--- config.mk ---
export PLATFORM = sky130hd
export DESIGN_NAME = nr_reduce_pipe
export DESIGN_NICKNAME = d
export VERILOG_FILES = /design/src/rtl/nr_pkg.sv /design/src/rtl/nr_reduce_pipe_stage.sv /design/src/rtl/nr_reduce_pipe.sv
export SDC_FILE = /design/constraint.sdc
export NUM_CORES = 1
export LEC_CHECK = 0
export BUFFER_PORTS_ARGS = -buffer_cell sky130_fd_sc_hd__clkbuf_2
export CAP_MARGIN = 0
export CORE_UTILIZATION = 40
export CTS_CLUSTER_SIZE = 10
export DETAILED_ROUTE_END_ITERATION = 10
export PLACE_DENSITY_LB_ADDON = 0.1
export SLEW_MARGIN = 10
export SYNTH_ARGS = -nofsm -noshare
export SYNTH_HDL_FRONTEND = slang
export SYNTH_SLANG_ARGS = --single-unit
--- constraint.sdc ---
create_clock -name CK -period 2.54 [get_ports CK]
set_input_delay 0.254 -clock CK [delete_from_list [all_inputs] [get_ports CK]]
set_output_delay 0.254 -clock CK [all_outputs]
set_load 0.01 [all_outputs]
--- src/rtl/nr_pkg.sv ---
// Shared encodings and elaboration helpers for the nr_reduce_pipe radix-3 reduction tree.
package nr_pkg;

  localparam logic [2:0] NR_OR   = 3'd0;
  localparam logic [2:0] NR_NOR  = 3'd1;
  localparam logic [2:0] NR_AND  = 3'd2;
  localparam logic [2:0] NR_NAND = 3'd3;
  localparam logic [2:0] NR_XOR  = 3'd4;
  localparam logic [2:0] NR_XNOR = 3'd5;

  typedef enum logic [1:0] {OpOr, OpAnd, OpXor} nr_op_e;

  function automatic int unsigned clog3(input int unsigned n);
    int unsigned p;
    int unsigned r;
    p = 1;
    r = 0;
    for (int i = 0; i < 32; i++) begin
      if (p < n) begin
        p = p * 3;
        r = r + 1;
      end
    end
    return r;
  endfunction

  function automatic int unsigned pow3(input int unsigned n);
    int unsigned p;
    p = 1;
    for (int unsigned i = 0; i < n; i++) p = p * 3;
    return p;
  endfunction

  // Reserved encodings fall through to OR so that they behave as NOR.
  function automatic nr_op_e base_op(input logic [2:0] mode);
    case (mode)
      NR_AND, NR_NAND: return OpAnd;
      NR_XOR, NR_XNOR: return OpXor;
      default:         return OpOr;
    endcase
  endfunction

  function automatic logic ident(input logic [2:0] mode);
    return base_op(mode) == OpAnd;
  endfunction

  function automatic logic is_inv(input logic [2:0] mode);
    case (mode)
      NR_OR, NR_AND, NR_XOR: return 1'b0;
      default:               return 1'b1;
    endcase
  endfunction

  function automatic logic op3(input nr_op_e op, input logic [2:0] x);
    case (op)
      OpAnd:   return &x;
      OpXor:   return ^x;
      default: return |x;
    endcase
  endfunction

endpackage

--- src/rtl/nr_reduce_pipe_stage.sv ---
// nr_tree_stage: registers one pipeline word (data, valid, mode), then reduces it
// combinationally through LVL radix-3 levels, padding leaves with the mode's identity.
module nr_tree_stage
  import nr_pkg::*;
#(
  parameter int unsigned IN_W  = 9,
  parameter int unsigned LVL   = 1,
  parameter int unsigned OUT_W = (IN_W + pow3(LVL) - 1) / pow3(LVL)
) (
  input  logic             i_ck,
  input  logic             i_rst,
  input  logic             i_ce,
  input  logic             i_v,
  input  logic [2:0]       i_mode,
  input  logic [IN_W-1:0]  i_d,
  output logic             o_v,
  output logic [2:0]       o_mode,
  output logic [OUT_W-1:0] o_d
);

  localparam int unsigned PAD_W = OUT_W * pow3(LVL);

  // Bit offset of tree level k inside the flattened w_tree vector.
  function automatic int unsigned lvl_off(input int unsigned k);
    int unsigned s;
    s = 0;
    for (int unsigned i = 0; i < k; i++) s = s + PAD_W / pow3(i);
    return s;
  endfunction

  localparam int unsigned TOT_W = lvl_off(LVL + 1);

  logic              r_v;
  logic [2:0]        r_mode;
  logic [IN_W-1:0]   r_d;
  nr_op_e            w_op;
  logic              w_pad;
  logic [TOT_W-1:0]  w_tree;

  always_ff @(posedge i_ck) begin
    if (i_rst) begin
      r_v <= 1'b0;
    end else if (i_ce) begin
      r_v <= i_v;
    end
    if (i_ce) begin
      r_mode <= i_mode;
      r_d    <= i_d;
    end
  end

  assign w_op  = base_op(r_mode);
  assign w_pad = ident(r_mode);

  assign w_tree[IN_W-1:0] = r_d;
  if (PAD_W > IN_W) begin : g_pad
    assign w_tree[IN_W +: (PAD_W - IN_W)] = {(PAD_W - IN_W){w_pad}};
  end

  for (genvar k = 1; k <= LVL; k++) begin : g_lvl
    localparam int unsigned LW = PAD_W / pow3(k);
    for (genvar j = 0; j < LW; j++) begin : g_node
      assign w_tree[lvl_off(k) + j] = op3(w_op, w_tree[lvl_off(k - 1) + 3 * j +: 3]);
    end
  end

  assign o_d    = w_tree[lvl_off(LVL) +: OUT_W];
  assign o_v    = r_v;
  assign o_mode = r_mode;

endmodule

--- src/rtl/nr_reduce_pipe.sv ---
// Pipelined radix-3 OR/NOR/AND/NAND/XOR/XNOR reduction of a WIDTH-bit vector.
// Define NR_STICKY_EN to add the SCLR input and the sticky-one ZS output.
module nr_reduce_pipe
  import nr_pkg::*;
#(
  parameter int unsigned WIDTH       = 9,
  parameter int unsigned LVL_PER_STG = 1
) (
  input  logic             CK,
  input  logic             RST,
  input  logic             CE,
  input  logic             VI,
  input  logic [2:0]       MODE,
  input  logic [WIDTH-1:0] D,
  output logic             VO,
  output logic             Z,
  output logic             ZN
`ifdef NR_STICKY_EN
  ,
  input  logic             SCLR,
  output logic             ZS
`endif
);

  localparam int unsigned LEVELS = clog3(WIDTH);
  localparam int unsigned STAGES = (LEVELS + LVL_PER_STG - 1) / LVL_PER_STG;

  // Width of the data entering stage s; segment STAGES is the single result bit.
  function automatic int unsigned seg_w(input int unsigned s);
    return (WIDTH + pow3(LVL_PER_STG * s) - 1) / pow3(LVL_PER_STG * s);
  endfunction

  function automatic int unsigned seg_off(input int unsigned s);
    int unsigned o;
    o = 0;
    for (int unsigned i = 0; i < s; i++) o = o + seg_w(i);
    return o;
  endfunction

  localparam int unsigned BUS_W = seg_off(STAGES + 1);

  logic [BUS_W-1:0]      w_bus;
  logic [STAGES:0]       w_v;
  logic [STAGES:0][2:0]  w_mode;
  logic                  w_res;
  logic                  r_vo;
  logic                  r_z;
  logic                  r_zn;

  assign w_bus[WIDTH-1:0] = D;
  assign w_v[0]           = VI;
  assign w_mode[0]        = MODE;

  for (genvar s = 0; s < STAGES; s++) begin : g_stg
    nr_tree_stage #(
      .IN_W  (seg_w(s)),
      .LVL   (LVL_PER_STG),
      .OUT_W (seg_w(s + 1))
    ) u_stage (
      .i_ck   (CK),
      .i_rst  (RST),
      .i_ce   (CE),
      .i_v    (w_v[s]),
      .i_mode (w_mode[s]),
      .i_d    (w_bus[seg_off(s) +: seg_w(s)]),
      .o_v    (w_v[s + 1]),
      .o_mode (w_mode[s + 1]),
      .o_d    (w_bus[seg_off(s + 1) +: seg_w(s + 1)])
    );
  end

  // Inversion uses the mode that travelled with this word, not the live MODE input.
  assign w_res = w_bus[seg_off(STAGES)] ^ is_inv(w_mode[STAGES]);

  always_ff @(posedge CK) begin
    if (RST) begin
      r_vo <= 1'b0;
      r_z  <= 1'b0;
      r_zn <= 1'b1;
    end else if (CE) begin
      r_vo <= w_v[STAGES];
      if (w_v[STAGES]) begin
        r_z  <= w_res;
        r_zn <= ~w_res;
      end
    end
  end

  assign VO = r_vo;
  assign Z  = r_z;
  assign ZN = r_zn;

`ifdef NR_STICKY_EN
  logic r_zs;

  always_ff @(posedge CK) begin
    if (RST) begin
      r_zs <= 1'b0;
    end else if (CE) begin
      if (w_v[STAGES] && w_res) begin
        r_zs <= 1'b1;
      end else if (SCLR) begin
        r_zs <= 1'b0;
      end
    end
  end

  assign ZS = r_zs;
`endif

endmodule

# ---- After elaboration in Yosys (flattened, before gate mapping)
# Index checks and enable logic that the tools add are counted.
# Widths: inputs -> output; s select.
dict set report totals {
  register_bits 23
  inputBits 16
  output_inout_bits 3
  elab_cells 49
}
dict set report op_classes {
  n_eq_ne 12
  muxes 7
  bitwise_logic 2
  n_reduce_logical 19
}
# operator n
set op_table {}
lappend op_table {{$reduce_or 3->1} 5}
lappend op_table {{$eq 3x2->1 const B} 4}
lappend op_table {{$eq 3x3->1 const B} 4}
lappend op_table {{$reduce_and 3->1} 4}
lappend op_table {{$reduce_xor 3->1} 4}
lappend op_table {{$pmux 1 s2} 4}
lappend op_table {{$pmux 2 s2} 2}
lappend op_table {{$reduce_or 2->1} 4}
lappend op_table {{$eq 2x1->1 const B} 2}
lappend op_table {{$eq 2x2->1 const B} 2}
lappend op_table {{$logic_not 3->1} 1}
lappend op_table {{$reduce_and 2->1} 1}
lappend op_table {{$mux 1} 1}
lappend op_table {{$not 1->1} 1}
lappend op_table {{$xor 1x1->1} 1}

# ---- Longest topological paths before layout
dict set report logic_depth {
  depth_word 7
  ltp_mapped 7
}

# ---- Cells and area by module
# From an unflattened synthesis, not the netlist that was laid out.
dict set report unflattened {
  hier_cells 89
  area_unflattened_um2 1098.6
}
# module instances cells_per_inst area_per_inst_um2
set modules_own_cells {}
lappend modules_own_cells {{nr_tree_stage at g_stg[0].u_stage} 1 51 629.4}
lappend modules_own_cells {{nr_tree_stage at g_stg[1].u_stage} 1 24 330.3}
lappend modules_own_cells {nr_reduce_pipe 1 14 138.9}

# ---- Worst setup path before layout
# Ideal clock, no wire load.
dict set report synth_path {
  path_type {register -> register}
  from {reg g_stg[1].u_stage.r_mode[2]}
  to {reg r_z, in the netlist Z}
  setup_ns 0.122
  arrival_time_ns 1.586
  slack_ns 0.832
  path_stages_with_launch 7
  path_buffers 0
  period_less_slack_ns 1.708
  path_cell_list {edfxtp_1 -> nand2b_1 -> ha_1 -> nor2b_1 -> a311oi_1 -> nor3_2 -> a221o_1}
}
dict set report synth_between {
  elab_chain_len 6
  word_cells_on_any_way 14
}
# element line_no
set synth_lines {}
lappend synth_lines {{start, declared} nr_reduce_pipe_stage.sv:34} ;# logic [2:0] r_mode;
lappend synth_lines {{start signal, assigned} nr_reduce_pipe_stage.sv:47} ;# r_mode <= i_mode;
lappend synth_lines {{$eq 3x3->1 or $eq 3x2->1 (tied branches)} --}
lappend synth_lines {{$reduce_or 2->1 (on tied branches)} --}
lappend synth_lines {{$pmux 2 s2} --}
lappend synth_lines {{$eq 2x2->1 or $eq 2x1->1 (tied branches)} nr_pkg.sv:55} ;# case (op)
lappend synth_lines {{$pmux 1 s2} nr_pkg.sv:55}
lappend synth_lines {{$xor 1x1->1 *} nr_reduce_pipe.sv:73} ;# assign w_res = w_bus[seg_off(STAGES)] ^ is_inv(w_mode[STAGES]);
lappend synth_lines {{end signal, assigned} nr_reduce_pipe.sv:83} ;# r_z <= w_res;
lappend synth_lines {{end, declared} nr_reduce_pipe.sv:47} ;# logic r_z;
# Every way passes the cells marked *; elsewhere a longest branch is shown, timed or not.
# A chain may end at the register's enable or synchronous reset.

# ---- Final worst setup path
# Same ends and word-level chain as after synthesis.

==> results.md <==
- DR vias: 669
- Number of antenna diodes: 0
- Post-cts hold buffer count: 0
- Final Setup Violations: 0
- Total count of max-transition violations in the final report: 0
- CTS clk-pin slew, worst paths: 0.12 ns
- Synthesized-area fraction occupied by ao, oa, aoi and oai cells: 8.75%
- Worst-skew pair later-pin latency: 0.31 ns
- Slack of the worst reg-to-reg path: 0.67 ns
- Max Cap Viol: 0
- Worst min path class: in -> reg
- Wire length of the first global-routing pass: 2.35 mm
- Number of global-route vias before repair: 595
- Count of yosys warnings during synthesis: 0
- Crit Path Category: reg -> reg
- Max-slew headroom: 64.7%
- Fill cell total of the finished layout: 231
- Average instance area after synthesis: 12.1 um2
- Overall die height: 54.5 um
- Run status: completed
- CTS H-tree lvls: 1
- Drt wl/cell: 9.94 um
- Port Buf Inserts: 18
- Post-detailed-routing wire length: 1.41 mm
- Element type at the critical path end: register
- P_leak: 0.000563 uW
- Std-Cell Core Area: 2540 um2
- Highest-count cells in the layout ignoring fill and taps: 18 x sky130_fd_sc_hd__edfxtp_1, 18 x sky130_fd_sc_hd__clkbuf_2, 14 x sky130_fd_sc_hd__inv_1
- Detailed Place HPWL: 1.09 mm
- Area share of fa/ha/maj cells after synthesis: 13.6%
- Main combinational cell family by area after synthesis: adder cells
- Post-CTS Setup Repair Bufs: 0
- Share of synthesized registers carrying an async set or reset: 0%
- Post-Route Hold Slack: 0.110 ns
- CP Data Arrival Time: 2.08 ns
- Total negative setup slack: 0 ns
- Number of antenna violations at the first check in global routing: 0
- Number of different library cells in the post-synthesis netlist: 24
- CTS tree: yes
- Final cycle utilization of the critical path: 73.6%
- Resized cells post-CTS: 0
- Die Wd: 54.5 um
- Startpoint type of the worst setup path: register
- Net count, final: 141
- Total routing resource utilization after global routing: 11.7%
- Sequential element share of the synthesized area: 58.2%
- Number of failing hold endpoints at the final stage: 0
- Required @ worst endpoint: 2.75 ns
- Worst clock skew: 0.00329 ns
- Largest net degree at the start of global routing: 23
- Synth Instances: 91
- RePlAce Congestion: 0.721
- Synthesis-stage register bit count: 23
- Count of flip-flops with a built-in enable after synthesis: 18
- Share of post-route cells with drive strength above 1: 21.4%
- Worst vdd rail ir drop: 0.447 mV
- Initial drt markers: 11
- Remaining routing DRC violations: 0
- Parity-gate share of the synthesized area counting xor and xnor cells: 0%
- Unrepaired setup endpoints after global routing: no
- Clk sinks: 23
- Post-Synthesis Net Count: 119
- Remaining Overflow, GRT: 0
- Register Area: 641 um2
- Number of buffers created by CTS: 3
- Area of combinational cells with multiple inputs: 403 um2
- Area growth, synth to finish: 13.5%
- Pre-Repair DR Iteration Count: 4
- Initial core utilization: 43.3%
- Max clock buf depth: 2
- DR vias/cell: 4.71
- Clk Tree Root Cell: sky130_fd_sc_hd__clkbuf_4
- Post-synthesis cell area: 1100 um2
- IO Count: 19
- DIE AREA: 2970 um2
- Simple-gate share of the synthesized area: 11.4%
- Critical-path maximum fanout: 3
- Multiplexer fraction of the synthesized cell area: 2.84%
- Power Dens Cells: 578 nW/um2
- Number of routed nets with antenna violations: 0
- Placement Rows: 18
- F_max: 535 MHz
- Min Clock Period, post-route: 1.87 ns
- Main synth FF type: sky130_fd_sc_hd__edfxtp_1
- Slew at the pin closest to its max-slew limit: 0.530 ns
-- power by group --
group	leakage [uW]	switching [uW]	internal [uW]	total, uW
registers	0.000217	15.4	439	455
clock network	0.0000150	104	61.3	165
logic	0.000331	53.4	49.3	103
total	0.000563	173	550	723
-- registers in the layout, indices dropped and copies added (netlist names) --
name	count
Z	1
g_stg.u_stage.o_v	2
g_stg.u_stage.o_mode	6
ZN	1
g_stg.u_stage.r_d	12
VO	1
-- critical path, stage by stage (launching register included) --
cell                       delay (ns)
sky130_fd_sc_hd__edfxtp_1        0.42
sky130_fd_sc_hd__nand2b_1        0.19
sky130_fd_sc_hd__ha_1            0.31
sky130_fd_sc_hd__nor2b_1         0.13
sky130_fd_sc_hd__a311oi_1        0.37
sky130_fd_sc_hd__nor3_2          0.10
sky130_fd_sc_hd__a221o_1         0.26
-- cell type report --
cell class                 instances  area share, %
clock buffer                       4           2.10
inverter                          14           4.20
multi-input combinational         53           32.2
sequential                        23           51.3
tap                               30           3.00
timing repair buffer              18           7.21
-- cells by family (layout without fill, tap and decap cells) --
group                      after synthesis  after routing
and+or+nand+nor                         24             24
adders and majority gates               12             12
AOI/OAI and AO/OA                       14             14
DFF                                     23             23
buffers and inverters                   15             36
muxes                                    3              3
-- per-layer routing --
layer	track usage (%)	part of all wire, %	vias to the layer above
met5	0	0	-
met4	7.69	2.2	0
met3	3.33	3.5	4
met2	18.5	43	12
met1	13.7	51	295
li1	-	-	358
-- final timing paths --
kind | depth (start not counted) | to | from
worst max-delay path | 6 | Z | g_stg[1].u_stage.o_mode[2]
worst min-delay path | 1 | g_stg[0].u_stage.r_d[0] | D[0]
worst max register to register | 6 | Z | g_stg[1].u_stage.o_mode[2]
worst min register to register | 0 | g_stg[1].u_stage.o_mode[0] | g_stg[0].u_stage.o_mode[0]
-- Yosys cell counts, types with 2 or more instances --
master                     instances  share of area, %
sky130_fd_sc_hd__mux2i_1           2               1.8
sky130_fd_sc_hd__inv_1            14               4.8
sky130_fd_sc_hd__o21ai_0           2              0.91
sky130_fd_sc_hd__nand2_1           3               1.0
sky130_fd_sc_hd__ha_1             12                14
sky130_fd_sc_hd__a21oi_1           6               2.7
sky130_fd_sc_hd__nand3_1           2              0.91
sky130_fd_sc_hd__a221o_1           2               1.8
sky130_fd_sc_hd__edfxtp_1         18                49
sky130_fd_sc_hd__dfxtp_1           5               9.1
sky130_fd_sc_hd__nor2_1            8               2.7
sky130_fd_sc_hd__nor2b_1           4               2.3
sky130_fd_sc_hd__nand2b_1          2               1.1
-- stage by stage --
| step | total power (uW) | std cells | util, % | area (um2) | setup WS (ns) |
|---|---|---|---|---|---|
| after detailed placement | 567 | 138 | 48.1 | 1220 | 0.708 |
| after CTS | 731 | 142 | 49.1 | 1250 | 0.684 |
| final | 723 | 142 | 49.1 | 1250 | 0.670 |
| after global placement | 564 | 138 | 48.1 | 1220 | 0.775 |
| after floorplan | 531 | 91 | - | 1100 | 0.832 |
| after global routing | 767 | 142 | 49.1 | 1250 | 0.494 |
(Power assumes the default switching activity.)
